## src/rtl/uart_pkg.sv

```systemverilog
// rtl/uart_pkg.sv - shared types and constants for the UART parity engine
package uart_pkg;

    localparam int UART_MAX_LEN = 8;

    typedef enum logic [2:0] {
        PAR_NONE  = 3'd0,
        PAR_EVEN  = 3'd1,
        PAR_ODD   = 3'd2,
        PAR_MARK  = 3'd3,
        PAR_SPACE = 3'd4
    } parity_mode_e;

    typedef enum logic [1:0] {
        PE_IDLE,
        PE_DATA,
        PE_PAR,
        PE_DONE
    } par_state_e;

endpackage

```

## src/rtl/uart_parity_engine.sv

```systemverilog
// rtl/uart_parity_engine.sv - serial bit-at-a-time parity generator/checker
module uart_parity_engine
    import uart_pkg::*;
#(
    parameter int MAX_LEN = UART_MAX_LEN,
    parameter int LEN_W   = $clog2(MAX_LEN + 1)
) (
    input  logic             clk,
    input  logic             reset,
    input  logic             start_i,
    input  logic [2:0]       mode_i,
    input  logic [LEN_W-1:0] len_i,
    input  logic             bit_valid_i,
    input  logic             bit_i,
    output logic             busy_o,
    output logic             par_ready_o,
    output logic             parity_bit_o,
    output logic             done_o,
    output logic             parity_err_o
);

    localparam logic [LEN_W-1:0] MAX_LEN_W = LEN_W'(MAX_LEN);

    par_state_e       r_state;
    parity_mode_e     r_mode;
    logic [LEN_W-1:0] r_len;
    logic [LEN_W-1:0] r_cnt;
    logic             r_acc;
    logic             r_err;

    par_state_e       w_state_nxt;
    parity_mode_e     w_mode_nxt;
    logic [LEN_W-1:0] w_len_nxt;
    logic [LEN_W-1:0] w_cnt_nxt;
    logic             w_acc_nxt;
    logic             w_err_nxt;
    logic             w_par_bit;

    always_ff @(posedge clk or posedge reset) begin
        if (reset) begin
            r_state <= PE_IDLE;
            r_mode  <= PAR_NONE;
            r_len   <= MAX_LEN_W;
            r_cnt   <= '0;
            r_acc   <= 1'b0;
            r_err   <= 1'b0;
        end else begin
            r_state <= w_state_nxt;
            r_mode  <= w_mode_nxt;
            r_len   <= w_len_nxt;
            r_cnt   <= w_cnt_nxt;
            r_acc   <= w_acc_nxt;
            r_err   <= w_err_nxt;
        end
    end

    always_comb begin
        unique case (r_mode)
            PAR_EVEN:  w_par_bit = r_acc;
            PAR_ODD:   w_par_bit = ~r_acc;
            PAR_MARK:  w_par_bit = 1'b1;
            default:   w_par_bit = 1'b0;
        endcase
    end

    always_comb begin
        w_state_nxt = r_state;
        w_mode_nxt  = r_mode;
        w_len_nxt   = r_len;
        w_cnt_nxt   = r_cnt;
        w_acc_nxt   = r_acc;
        w_err_nxt   = r_err;

        if (start_i) begin
            // Mode and length are normalised once here so the datapath never sees illegal values.
            w_mode_nxt  = (mode_i > 3'd4) ? PAR_NONE : parity_mode_e'(mode_i);
            w_len_nxt   = (len_i == '0 || len_i > MAX_LEN_W) ? MAX_LEN_W : len_i;
            w_cnt_nxt   = '0;
            w_acc_nxt   = 1'b0;
            w_err_nxt   = 1'b0;
            w_state_nxt = PE_DATA;
        end else begin
            unique case (r_state)
                PE_DATA: begin
                    if (bit_valid_i) begin
                        w_acc_nxt = r_acc ^ bit_i;
                        w_cnt_nxt = r_cnt + LEN_W'(1);
                        if (r_cnt == r_len - LEN_W'(1))
                            w_state_nxt = (r_mode == PAR_NONE) ? PE_DONE : PE_PAR;
                    end
                end
                PE_PAR: begin
                    if (bit_valid_i) begin
                        w_err_nxt   = (bit_i != w_par_bit);
                        w_state_nxt = PE_DONE;
                    end
                end
                PE_DONE: w_state_nxt = PE_IDLE;
                default: w_state_nxt = PE_IDLE;
            endcase
        end
    end

    always_comb begin
        busy_o       = (r_state != PE_IDLE);
        par_ready_o  = (r_state == PE_PAR);
        parity_bit_o = (r_state == PE_PAR) ? w_par_bit : 1'b0;
        done_o       = (r_state == PE_DONE);
        parity_err_o = r_err;
    end

endmodule

```

## config.mk

```make
export PLATFORM = sky130hd
export DESIGN_NAME = uart_parity_engine
export DESIGN_NICKNAME = d
export VERILOG_FILES = /design/src/rtl/uart_pkg.sv /design/src/rtl/uart_parity_engine.sv
export SDC_FILE = /design/constraint.sdc
export NUM_CORES = 1
export LEC_CHECK = 0
export ABC_AREA = 1
export CAP_MARGIN = 20
export CORE_UTILIZATION = 54
export DETAILED_ROUTE_END_ITERATION = 10
export PLACE_DENSITY = 0.82
export SYNTH_ARGS = -nofsm -noshare
export SYNTH_HDL_FRONTEND = slang
export SYNTH_SLANG_ARGS = --single-unit
```

## constraint.sdc

```tcl
create_clock -name clk -period 2.2 [get_ports clk]
set_input_delay 0.22 -clock clk [delete_from_list [all_inputs] [get_ports clk]]
set_output_delay 0.22 -clock clk [all_outputs]
set_load 0.05 [all_outputs]
```

==> insert_results.sql <==
INSERT INTO impl_metrics (metric_group, metric, value, unit) VALUES
('route', 'drc', '0', ''),
('timing', 'final.period_utilization', '0.9281', ''),
('worst_setup_path', 'critical_path_peak_fanout', '4', ''),
('final_layout', 'final.fill_count', '122', ''),
('synthesis', 'share_of_the_synthesized_area_in_the_top_cell_type', '0.3857', ''),
('timing', 'finalWorstPathRequiredPeriod', '2042', 'ps'),
('final_layout', 'layout.nets', '162', ''),
('place', 'place.gp.congestion', '0.8319', ''),
('clock_tree', 'cts_tree', 'done', ''),
('place', 'post_place_worst_slack', '462.5', 'ps'),
('floorplan', 'floorplan.io_pins', '17', ''),
('timing', 'finalHoldViolations', '0', ''),
('clock_tree', 'post-cts-setup-buffer-count', '0', ''),
('worst_setup_path', 'critPathCaptureType', 'output pin', ''),
('power', 'vdd.ir_drop.worst', '0.7824', 'mV'),
('clock_tree', 'post_cts.resized_instances', '0', ''),
('synthesis', 'syn-num-nets', '142', ''),
('synthesis', 'yosys_register_bits', '15', ''),
('clock_tree', 'post_cts_hold_buffer_count', '0', ''),
('worst_setup_path', 'timing.setup.critical_path_class', 'flop to output pin', ''),
('timing', 'fin_worst_hold_slack', '291.1', 'ps'),
('route', 'first_iter_violations', '17', ''),
('clock_tree', 'clk_root_buf', 'clkbuf_4', ''),
('floorplan', 'dieArea', '0.001850', 'mm²'),
('global_route', 'grtUsageTotal', '0.2251', ''),
('synthesis', 'unique_cell_type_count_in_the_yosys_netlist', '21', ''),
('synthesis', 'synth_top_cells_by_area', 'dfrtp_1 39%, nand2_1 14%, inv_1 9.1%', ''),
('global_route', 'first_global_vias', '797', ''),
('clock_tree', 'cts_buffers', '3', ''),
('clock_tree', 'cts_buffer_depth', '2', ''),
('status', 'outcome', 'complete, no violations', ''),
('flow_run', 'drv_cap', '0', ''),
('global_route', 'grt_antenna_before_repair', '0', ''),
('route', 'routed_via_density', '5.113', ''),
('worst_setup_path', 'worstPathArrival', '1820', 'ps'),
('timing', 'final.setup.worst_slack', '158.1', 'ps'),
('timing', 'final-max-slew-violation-count', '0', ''),
('place', 'io_buffer_count', '16', ''),
('timing', 'worst_clock_skew', '4.186', 'ps'),
('route', 'wl', '1794', 'µm'),
('final_layout', 'area_delta_synth_final', '21.90', '%'),
('timing', 'setup_viol_count_final', '0', ''),
('final_layout', 'final_layout_size_suffix_gt1_frac', '0.06993', ''),
('floorplan', 'die_y', '43.02', 'µm'),
('timing', 'max_slew_margin', '0.6240', ''),
('timing', 'achievable-frequency', '489.7', 'MHz'),
('route', 'via_count', '813', ''),
('route', 'drtPass1Iterations', '4', ''),
('clock_tree', 'clk_pin_slew_worst_paths', '90', 'ps'),
('synthesis', 'share_of_synthesized_area_occupied_by_flip_flops_and_latches', '0.4146', ''),
('synthesis', 'post_synth_top_area_cell', 'dfrtp_1', ''),
('route', 'final_antenna_net_count', '0', ''),
('timing', 'worst_pin_slew', '563.4', 'ps'),
('global_route', 'grt_start_max_net_pins', '16', ''),
('place', 'place.detailed.hpwl', '1474', 'µm'),
('global_route', 'grt.overflow.total', '0', ''),
('timing', 'grt_setup_unrepaired', 'no', ''),
('floorplan', 'chipWidth', '43.02', 'µm'),
('worst_setup_path', 'crit_required', '1980', 'ps'),
('floorplan', 'floorplan.initialDensity', '0.5893', ''),
('hold_path', 'hold_class', 'input port to asynchronous set/reset pin', ''),
('route', 'drt-wirelength-per-cell', '11.28', 'µm'),
('power', 'power-per-cell-area', '856.8', 'mW/mm²'),
('global_route', 'global_route_wire_length_before_repair', '3105', 'µm'),
('clock_tree', 'cts.sink_count', '15', ''),
('place', 'dpl_cell_area', '0.001081', 'mm²'),
('floorplan', 'rows', '14', ''),
('synthesis', 'cell_count_after_synthesis', '124', ''),
('synthesis', 'post_synth.cell_area_avg', '7.326', 'µm²'),
('clock_tree', 'h_tree_depth', '1', ''),
('final_layout', 'antenna_cells', '0', ''),
('worst_setup_path', 'critPathLaunchType', 'flop', ''),
('synthesis', 'yosys_warnings', '0', ''),
('floorplan', 'core_area', '0.001541', 'mm²'),
('timing', 'timing.setup.tns', '0', 'ps'),
('final_layout', 'finish.instance_area', '0.001107', 'mm²'),
('clock_tree', 'clock_insertion_delay_worst_skew', '270', 'ps'),
('power', 'post-layout-total-power', '0.9487', 'mW'),
('synthesis', 'syn-cell-area', '908.4', 'µm²'),
('power', 'cellLeakagePower', '0.5896', 'nW');
cell usage after synthesis:
| cell type | instances |
|---|---|
| nand3_1 | 8 |
| buf_2 | 1 |
| dfstp_2 | 1 |
| nand2_2 | 1 |
| dfrtp_1 | 14 |
| nand4_1 | 2 |
| a31oi_1 | 1 |
| o21ai_0 | 3 |
| inv_2 | 3 |
| xor2_1 | 1 |
| nand2_1 | 33 |
| o41ai_1 | 1 |
| nor3_1 | 1 |
| o22ai_1 | 3 |
| inv_1 | 22 |
| nor2_1 | 14 |
| xnor2_1 | 2 |
| a21oi_1 | 5 |
| ha_1 | 6 |
| nand3_2 | 1 |
| o211ai_1 | 1 |
through the flow:
step	util	instances
final	0.7183	159
after global routing	0.7183	159
after CTS	0.7183	159
after detailed placement	0.7013	155
after global placement	0.7013	155
after floorplan	-	124
final cells by class:
type                       count  area (µm²)  share of cell area
sequential                    15       376.6              0.3401
multi-input combinational     83       432.9              0.3910
tap                           16       20.02             0.01808
inverter                      25       93.84             0.08475
clock buffer                   4       26.28             0.02373
timing repair buffer          16       157.7              0.1424
logic make-up after synthesis:
family	share of synthesized area
and+or+nand+nor	0.2755
buffers and inverters	0.1088
adders and majority gates	0.08264
AOI/OAI and AO/OA	0.08953
xor gates and xnor gates	0.02893
DFF	0.4146
worst max-delay path, cell delays in order, from the launching register on:
cell and delay (ps):
dfrtp_1 420, inv_1 90, ha_1 220, clkdlybuf4s50_1 820
layout by cell type, fill, tap and decap left out, drive strengths merged:
cell type / instances
xor2: 1
dfstp: 1
ha: 6
a21oi: 5
inv: 25
dfrtp: 14
clkbuf: 4
clkdlybuf4s50: 15
nor3: 1
o211ai: 1
o21ai: 3
o22ai: 3
a31oi: 1
o41ai: 1
nor2: 14
nand2: 34
buf: 1
xnor2: 2
nand4: 2
nand3: 9
registers in the layout, indices dropped and copies added, names as in the netlist:
register,count
parity_err_o,1
r_acc,1
r_cnt,4
r_len,4
r_mode,3
r_state,2
report_power, final:
group	leakage (nW)	switching [mW]	internal, mW
sequential	0.196	0.0376	0.316
clock	0.0150	0.0808	0.0701
combinational	0.378	0.280	0.163
total	0.590	0.399	0.550
metal layers:
| metal | part of all wire | GRT usage | up-vias |
|---|---|---|---|
| li1 | - | - | 423 |
| met4 | 0.0078 | 0.07273 | 0 |
| met2 | 0.54 | 0.4303 | 14 |
| met5 | 0 | 0 | - |
| met1 | 0.42 | 0.2555 | 374 |
| met3 | 0.025 | 0.02553 | 2 |
worst paths after layout:
kind,from,to,slack (ps),cells past startpoint
setup / recovery,r_state[0]$_DFFE_PP0P_,par_ready_o,160,3
hold / removal,reset,r_mode[1]$_DFFE_PP0P_,290,2
setup reg to reg,r_len[0]$_DFFE_PP0P_,r_state[0]$_DFFE_PP0P_,630,9
hold reg to reg,r_len[3]$_DFFE_PP1P_,r_len[3]$_DFFE_PP1P_,490,2
max in group asynchronous,reset,r_cnt[3]$_DFFE_PP0P_,1540,2
min in group clk,r_len[3]$_DFFE_PP1P_,r_len[3]$_DFFE_PP1P_,490,2
No activity file was read; power rests on OpenSTA's default activity.
